`src/rtl/cla_seq_pkg.sv`:
```
// Shared definitions for the nibble-serial carry-lookahead adder.
//   ST_*    : FSM state encodings (IDLE / RUN / DONE)
//   state_t : enum built on those encodings
//   NIB_W   : width of one lookahead step (bits per cycle)
package cla_seq_pkg;
  localparam logic [1:0] ST_IDLE = 2'd0;
  localparam logic [1:0] ST_RUN  = 2'd1;
  localparam logic [1:0] ST_DONE = 2'd2;

  localparam int NIB_W = 4;

  typedef enum logic [1:0] {
    S_IDLE = ST_IDLE,
    S_RUN  = ST_RUN,
    S_DONE = ST_DONE
  } state_t;
endpackage

```
`src/rtl/cla4_cell.sv`:
```
// Purely combinational 4-bit carry-lookahead adder.
//   a, b : 4-bit addends
//   cin  : carry into bit 0
//   sum  : 4-bit sum
//   cout : carry out of bit 3
module cla4_cell (
  input  logic [3:0] a,
  input  logic [3:0] b,
  input  logic       cin,
  output logic [3:0] sum,
  output logic       cout
);
  logic [3:0] p, g;
  logic [4:0] c;

  assign p = a ^ b;
  assign g = a & b;

  // Every carry is a flat sum-of-products of g/p and cin; no ripple path.
  assign c[0] = cin;
  assign c[1] = g[0] | (p[0] & cin);
  assign c[2] = g[1] | (p[1] & g[0]) | (p[1] & p[0] & cin);
  assign c[3] = g[2] | (p[2] & g[1]) | (p[2] & p[1] & g[0])
              | (p[2] & p[1] & p[0] & cin);
  assign c[4] = g[3] | (p[3] & g[2]) | (p[3] & p[2] & g[1])
              | (p[3] & p[2] & p[1] & g[0]) | (p[3] & p[2] & p[1] & p[0] & cin);

  assign sum  = p ^ c[3:0];
  assign cout = c[4];
endmodule

```
`src/rtl/cla_seq_adder.sv`:
```
// Multi-cycle WIDTH-bit adder/subtractor. Operands are latched on an
// in_valid/in_ready handshake, then one nibble per cycle is pushed through a
// single cla4_cell with the inter-nibble carry held in a register. The result
// is presented with out_valid until taken with out_ready.
//   clk, rst            : clock (rising edge), async active-high reset
//   in_valid, in_ready  : operand handshake (in_ready = IDLE)
//   a, b, cin, op_sub   : operands; op_sub=1 gives a-b and ignores cin
//   out_valid, out_ready: result handshake
//   sum, cout, overflow : result, carry out (1 = no borrow on subtract),
//                         signed overflow
module cla_seq_adder
  import cla_seq_pkg::*;
#(
  parameter int WIDTH = 16
) (
  input  logic             clk,
  input  logic             rst,
  input  logic             in_valid,
  output logic             in_ready,
  input  logic [WIDTH-1:0] a,
  input  logic [WIDTH-1:0] b,
  input  logic             cin,
  input  logic             op_sub,
  output logic             out_valid,
  input  logic             out_ready,
  output logic [WIDTH-1:0] sum,
  output logic             cout,
  output logic             overflow
);
  localparam int NIB   = WIDTH / NIB_W;
  localparam int IDX_W = (NIB > 1) ? $clog2(NIB) : 1;
  localparam int SEL_W = $clog2(WIDTH);

  state_t state_q, state_d;

  logic [IDX_W-1:0] idx;
  logic             carry;
  logic [WIDTH-1:0] a_q, b_q;

  logic [SEL_W-1:0] off;
  logic             last;
  logic [NIB_W-1:0] cell_sum;
  logic             cell_cout;
  logic             msb_new;

  // Bit offset of the current nibble; the cast keeps the select index exactly
  // as wide as the operand needs (matters for WIDTH=4 where idx is a dummy bit).
  assign off  = SEL_W'({idx, 2'b00});
  assign last = (idx == IDX_W'(NIB - 1));

  cla4_cell u_cell (
    .a    (a_q[off +: NIB_W]),
    .b    (b_q[off +: NIB_W]),
    .cin  (carry),
    .sum  (cell_sum),
    .cout (cell_cout)
  );

  // MSB of sum as it will be after this edge; only the top nibble touches it.
  assign msb_new  = last ? cell_sum[NIB_W-1] : sum[WIDTH-1];
  assign in_ready = (state_q == S_IDLE);

  always_ff @(posedge clk or posedge rst) begin
    if (rst) state_q <= S_IDLE;
    else     state_q <= state_d;
  end

  always_comb begin
    state_d = state_q;
    case (state_q)
      S_IDLE:  if (in_valid)  state_d = S_RUN;
      S_RUN:   if (last)      state_d = S_DONE;
      S_DONE:  if (out_ready) state_d = S_IDLE;
      default:                state_d = S_IDLE;
    endcase
  end

  always_ff @(posedge clk or posedge rst) begin
    if (rst) begin
      idx       <= '0;
      carry     <= 1'b0;
      a_q       <= '0;
      b_q       <= '0;
      sum       <= '0;
      cout      <= 1'b0;
      overflow  <= 1'b0;
      out_valid <= 1'b0;
    end else begin
      case (state_q)
        S_IDLE: if (in_valid) begin
          // Subtract as a + ~b + 1: invert b and force the carry-in.
          a_q   <= a;
          b_q   <= op_sub ? ~b : b;
          carry <= op_sub ? 1'b1 : cin;
          idx   <= '0;
          sum   <= '0;
        end
        S_RUN: begin
          sum[off +: NIB_W] <= cell_sum;
          carry    <= cell_cout;
          cout     <= cell_cout;
          overflow <= (a_q[WIDTH-1] == b_q[WIDTH-1]) && (msb_new != a_q[WIDTH-1]);
          idx      <= last ? '0 : idx + 1'b1;
          if (last) out_valid <= 1'b1;
        end
        S_DONE: if (out_ready) out_valid <= 1'b0;
        default: ;
      endcase
    end
  end
endmodule

```
`config.mk`:
```
export PLATFORM = sky130hd
export DESIGN_NAME = cla_seq_adder
export DESIGN_NICKNAME = d
export VERILOG_FILES = /design/src/rtl/cla_seq_pkg.sv /design/src/rtl/cla4_cell.sv /design/src/rtl/cla_seq_adder.sv
export SDC_FILE = /design/constraint.sdc
export NUM_CORES = 1
export LEC_CHECK = 0
export ABC_AREA = 1
export BUFFER_PORTS_ARGS = -buffer_cell sky130_fd_sc_hd__buf_2
export CORE_MARGIN = 3
export CORE_UTILIZATION = 49
export CTS_CLUSTER_DIAMETER = 200
export CTS_CLUSTER_SIZE = 40
export DETAILED_ROUTE_END_ITERATION = 7
export GPL_TIMING_DRIVEN = 0
export PLACE_DENSITY = 0.73
export SLEW_MARGIN = 20
export SYNTH_ARGS = -nofsm -noshare
export SYNTH_HDL_FRONTEND = slang
export SYNTH_SLANG_ARGS = --single-unit
```
`constraint.sdc`:
```
create_clock -name clk -period 2.1 [get_ports clk]
set_clock_uncertainty 0.05 [all_clocks]
set_input_delay 0.42 -clock clk [delete_from_list [all_inputs] [get_ports clk]]
set_output_delay 0.42 -clock clk [all_outputs]
set_load 0.01 [all_outputs]
```
# Word-level counts from Yosys, hierarchy flattened
# Cells that the tools add are included.
# word_totals
output_inout_bits,20
input_bits,38
regBits,56
wordCells,79
# classes
n_addsub,2
shifts,4
n_bitwise,30
n_mux,18
eq_ne,8
reduce_logical,8
# op_table
operator,n
$mux 16,2
$pmux 16 s2,1
$shiftx 16x5->4,2
$and 1x1->1,16
$bwmux 16,1
$not 16->16,1
$shift 4x6->16 const A,1
$shiftx 4x6->16,1
$mux 2,5
$or 1x1->1,10
$xor 4x4->4,2
$ne 2x2->1 const B,3
$neg 4->6,1
$pmux 2 s3,1
$reduce_and 3->1,2
$mux 1,5
$and 4x4->4,1
$eq 2x2->1 const B,2
$pmux 1 s2,2
$pmux 2 s2,1
$reduce_and 2->1,2
$reduce_bool 2->1,2
$add 2x1->2 const B,1
$eq 2x1->1 const B,1
other kinds (4),4

# Depth between registers and ports, before layout
# depth
depth_word,10
mapped_depth,15
ltp_nobuf,14

# Cells and area by module
# From an unflattened synthesis, not the netlist that was laid out.
# unflattened
hier_cells,363
area_unflattened_um2,2909.0
# modules_own_cells
mod,n_inst,cells_each,seq_area_each_um2,area_each_um2
cla_seq_adder,1,332,1401.3,2720.1
cla4_cell,1,31,0.0,188.9

# Least setup slack after synthesis
# OpenSTA, ideal clock, no wires.
# synth_timing
path_kind,register -> register
startpoint,register idx[0]
endpoint,register overflow
required_ns,1.933
stages_incl_launch_ff,15
arrival_ns,2.056
n_path_buf,1
synth_period_minus_slack_ns,2.223
setup_ns,0.117
slack_ns,-0.123
cell_sequence,dfrtp_1 > inv_1 > buf_2 > o21ai_0 > o22ai_1 > ha_1 > or2_0 > nand2_1 > nand2_1 > nand2_1 > nand3_1 > nand2_1 > nand2_1 > nand3_1 > nand2_1
# synth_via
elab_chain_len,10
word_cells_on_any_way,17
classes_between,eq/ne: 2; shift: 2; mux: 1; bitwise: 11; reduce/logical: 1
# synth_rtl
item,line_no,rtl
start: declaration,cla_seq_adder.sv:36,logic [IDX_W-1:0] idx;
start signal: assignment,cla_seq_adder.sv:103,idx <= last ? '0 : idx + 1'b1;
"$shiftx 16x5->4, on equally long branches","cla_seq_adder.sv:52, cla_seq_adder.sv:53",
$xor 4x4->4 / $and 4x4->4 (equally long branches),"cla4_cell.sv:16, cla4_cell.sv:17",
"$and 1x1->1, on equally long branches","cla4_cell.sv:23, cla4_cell.sv:24",
"$or 1x1->1, or another cell as far along",cla4_cell.sv:23,assign c[3] = g[2] | (p[2] & g[1]) | (p[2] & p[1] & g[0])
$or 1x1->1 / $and 1x1->1 (equally long branches),"cla4_cell.sv:23, cla4_cell.sv:24",
$or 1x1->1,cla4_cell.sv:24,| (p[2] & p[1] & p[0] & cin);
$xor 4x4->4,cla4_cell.sv:28,assign sum = p ^ c[3:0];
$mux 1 *,cla_seq_adder.sv:60,assign msb_new = last ? cell_sum[NIB_W-1] : sum[WIDTH-1];
$ne 1x1->1 *,cla_seq_adder.sv:102,overflow <= (a_q[WIDTH-1] == b_q[WIDTH-1]) && (msb_new != a_q[WIDTH-1]);
$logic_and 1x1->1 *,cla_seq_adder.sv:102,
end signal: assignment,cla_seq_adder.sv:102,
end: declaration,cla_seq_adder.sv:28,output logic overflow
# Every way passes the cells marked *; elsewhere a longest branch is shown, timed or not.
# A chain may end at the register's enable or synchronous reset.

# Worst setup path after layout
# layout_timing
startpoint,register idx[0]
endpoint,register carry
# layout_via
elab_chain_len,8
word_cells_on_any_way,16
classes_between,shift: 2; mux: 1; bitwise: 13
# layout_rtl
item,line_no,rtl
"$shiftx 16x5->4, on equally long branches","cla_seq_adder.sv:52, cla_seq_adder.sv:53",
$xor 4x4->4 / $and 4x4->4 (equally long branches),"cla4_cell.sv:16, cla4_cell.sv:17",
"$and 1x1->1, on equally long branches","cla4_cell.sv:25, cla4_cell.sv:26",
"$or 1x1->1, or another cell as far along",cla4_cell.sv:25,assign c[4] = g[3] | (p[3] & g[2]) | (p[3] & p[2] & g[1])
$or 1x1->1 / $and 1x1->1 (equally long branches),"cla4_cell.sv:25, cla4_cell.sv:26",
$or 1x1->1 / $and 1x1->1 (equally long branches),cla4_cell.sv:26,| (p[3] & p[2] & p[1] & g[0]) | (p[3] & p[2] & p[1] & p[0] & cin);
$or 1x1->1 *,cla4_cell.sv:26,
$pmux 1 s2 *,cla_seq_adder.sv:89,case (state_q)
end signal: assignment,cla_seq_adder.sv:94,carry <= op_sub ? 1'b1 : cin;
end signal: assignment,cla_seq_adder.sv:100,carry <= cell_cout;
end: declaration,cla_seq_adder.sv:37,logic carry;
# Marks and branches as above.

==> impl_metrics.json <==
{
  "syn_area_mm2": 0.00283,
  "vdd_drop_max_mv": 1.06,
  "yosysMostFrequentCell": "nand2_1",
  "start_util": 0.510,
  "hp-class": "in -> async",
  "numCtsBuffers": 5,
  "synthSimpleGateAreaFrac": 0.228,
  "cts_root_buffer": "clkbuf_8",
  "synth.top_cell.area_share": 0.496,
  "ios": 58,
  "synth_compound_area_frac": 0.119,
  "synth_top_family_by_area": "simple AND/OR/NAND/NOR gates",
  "die_h_um": 82.0,
  "row_count": 27,
  "cp-end-kind": "flip-flop",
  "drv_slew": 0,
  "ys_top_cells_by_count": "nand2_1, dfrtp_1, o21ai_0",
  "core_mm2": 0.00554,
  "grt_overflow": 0,
  "outcome": "finished, violations left",
  "dr.pass1.iters": 4,
  "ant_nets": 0,
  "grt_pass1_wl_um": 11200,
  "synthMuxAreaShare": 0,
  "cp_max_fo": 8,
  "topRoutingLayerUsed": "met4",
  "required_ns": 2.29,
  "rrSetupSlack_ns": -0.06,
  "ys_seq_area_frac": 0.496,
  "wl_met2_um": 3370,
  "utilization": 0.656,
  "ys_types": 33,
  "cts_tree": "done",
  "r2r_cells": 13,
  "max_cap_violations": 0,
  "hold_buffers": 0,
  "synth_edf_count": 0,
  "clk_pin_slew_ns": 0.09,
  "drive_above_1_share": 0.353,
  "reg2reg_from": "idx[0]$_DFFE_PP0P_",
  "multi_input_area_mm2": 0.00142,
  "route.met3.wl_um": 350,
  "clock.fmax_ghz": 0.464,
  "track_usage": 0.217,
  "ys_ff_latch": 56,
  "slew_headroom": 0.542,
  "synth.largest_area_cell": "dfrtp_1",
  "nNetsFinal": 455,
  "synth.area.top_cells": "dfrtp_1, nand2_1, o21ai_0",
  "antenna_found_initial": 0,
  "regArea_mm2": 0.00140,
  "htree_levels": 2,
  "arrival_ns": 2.35,
  "path_class": "reg -> reg",
  "clockBufferDepth": 2,
  "avgRoutedWirePerCell_um": 13.8,
  "first_global_vias": 2436,
  "syn_avg_cell_area_um2": 8.59,
  "drt_iter0_markers": 160,
  "yosys.area_share.adder": 0.0469,
  "die_w_um": 82.0,
  "die_area_mm2": 0.00672,
  "rsz0062_at_grt": "yes",
  "fill_cells": 484,
  "synthArstFlopShare": 1.00,
  "cts_sinks": 56,
  "numPortBuffers": 56,
  "place_ws_ns": -0.460,
  "wl_um": 6650,
  "power.leakage_uw": 0.00185,
  "yosys_warnings": 0,
  "syn_nets": 377,
  "layout_setup_ws_ns": -0.0568,
  "grt_max_degree": 57,
  "gp_congestion": 0.823,
  "n_antenna_cell": 0,
  "synth-main-ff-cell": "dfrtp_1",
  "fin_setup_tns_ns": -0.142,
  "setup_viol": 5,
  "clk_latency_ns": 0.32,
  "fin_crit_sh": 1.03,
  "powerDensity_mw_per_mm2": 1900,
  "wl_met1_um": 2800,
  "syn2layout_area_growth_pct": 28.6,
  "fin_crit_ns": 2.16,
  "drc": 0,
  "synthXorXnorAreaFrac": 0.0558,
  "crit_path_start_kind": "flip-flop",
  "via_per_inst": 5.14,
  "final-hold-violation-count": 0,
  "violations": "negative setup slack",
  "worst_pin_slew_ns": 0.686,
  "vias": 2469,
  "hpwlAfterDp_um": 4440,
  "reg2reg_to": "carry$_DFFE_PP0P_",
  "syn_inst": 329
}
per-stage QoR:
stage                     power (uW)  std cells  cell area [um2]  hold slack [ns]
after floorplan                 4020        329             2830            0.394
after global placement          4760        457             3200            0.412
after detailed placement        4830        457             3200            0.414
after CTS                       6360        476             3540            0.185
after global routing            7430        480             3630            0.229
final                           6890        480             3630            0.166
layout make-up:
cell class	instances	area share
flip-flops and latches	56	0.386
multi-input cells	237	0.391
clock buffers	7	0.0265
inverters	25	0.0293
plain buffers	11	0.0248
clock inverters	1	0.00826
well taps	72	0.0248
repair buffers	71	0.109
critical path, cell delays in order, from the launching register on:
cell and delay [ns]:
dfrtp_2 0.45, inv_4 0.07, buf_8 0.14, o21ai_2 0.12, o22ai_2 0.08, ha_1 0.30
buf_4 0.13, nand4_1 0.12, nand2_1 0.11, nand2_2 0.08, buf_4 0.15, nand2_1 0.08
nand2_1 0.07, a2bb2oi_1 0.13
where the power goes:
part | internal (uW) | leakage (uW) | total, uW | switching (uW)
Combinational | 1860 | 0.00107 | 4220 | 2360
Clock | 421 | 0.0000645 | 768 | 347
Sequential | 1550 | 0.000713 | 1910 | 360
placed cells by master, fill, tap and decap left out, drive strengths merged:
cell type / netlist / layout
nand4: 2 / 2
nand2: 107 / 107
xnor2: 18 / 18
clkinv: 1 / 1
a2bb2oi: 1 / 1
a21oi: 1 / 1
o21ai: 44 / 44
inv: 24 / 24
nand3: 10 / 10
buf: 8 / 78
nor2: 25 / 25
dfrtp: 56 / 56
or2: 2 / 2
ha: 9 / 9
fa: 1 / 1
a22o: 1 / 1
o31ai: 1 / 1
bufinv: 0 / 1
o22ai: 12 / 12
clkbuf: 3 / 11
nor3: 2 / 2
a32o: 1 / 1
worst max path at each step:
stage	startpoint	to	cells past startpoint	slack, ns
after detailed placement	idx[0]$_DFFE_PP0P_	sum[6]$_DFFE_PP0P_	10	-0.46
after global placement	rst	idx[0]$_DFFE_PP0P_	2	-0.58
after CTS	idx[0]$_DFFE_PP0P_	sum[7]$_DFFE_PP0P_	12	-0.03
after floorplan	idx[0]$_DFFE_PP0P_	overflow$_DFFE_PP0P_	14	0.01
after global routing	idx[0]$_DFFE_PP0P_	carry$_DFFE_PP0P_	13	-0.14
final	idx[0]$_DFFE_PP0P_	carry$_DFFE_PP0P_	13	-0.06
cell families after synthesis:
family,Yosys count
flops,56
compound gates,61
xor+xnor,18
buf+inv,36
fa+ha+maj,10
simple gates,148
state kept, by name (all words and copies together), names as in the netlist:
register	count
b_q	16
carry	1
idx	2
overflow	1
sum	16
a_q	16
cout	1
out_valid	1
state_q	2
per-layer routing:
metal / vias to the layer above / GRT usage
met3: 16 / 0.0428
met1: 1167 / 0.275
met2: 69 / 0.372
li1: 1217 / -
met5: - / 0
met4: 0 / 0.0698
what timing repair did:
item                                   CTS  global route
gates cloned                             1             0
buffers inserted                        10             4
pin swaps                               17            11
setup endpoints to repair               19            13
gates resized for setup                 40            22
endpoints found under the hold margin    0             0
No activity file was read; power rests on OpenSTA's default activity.
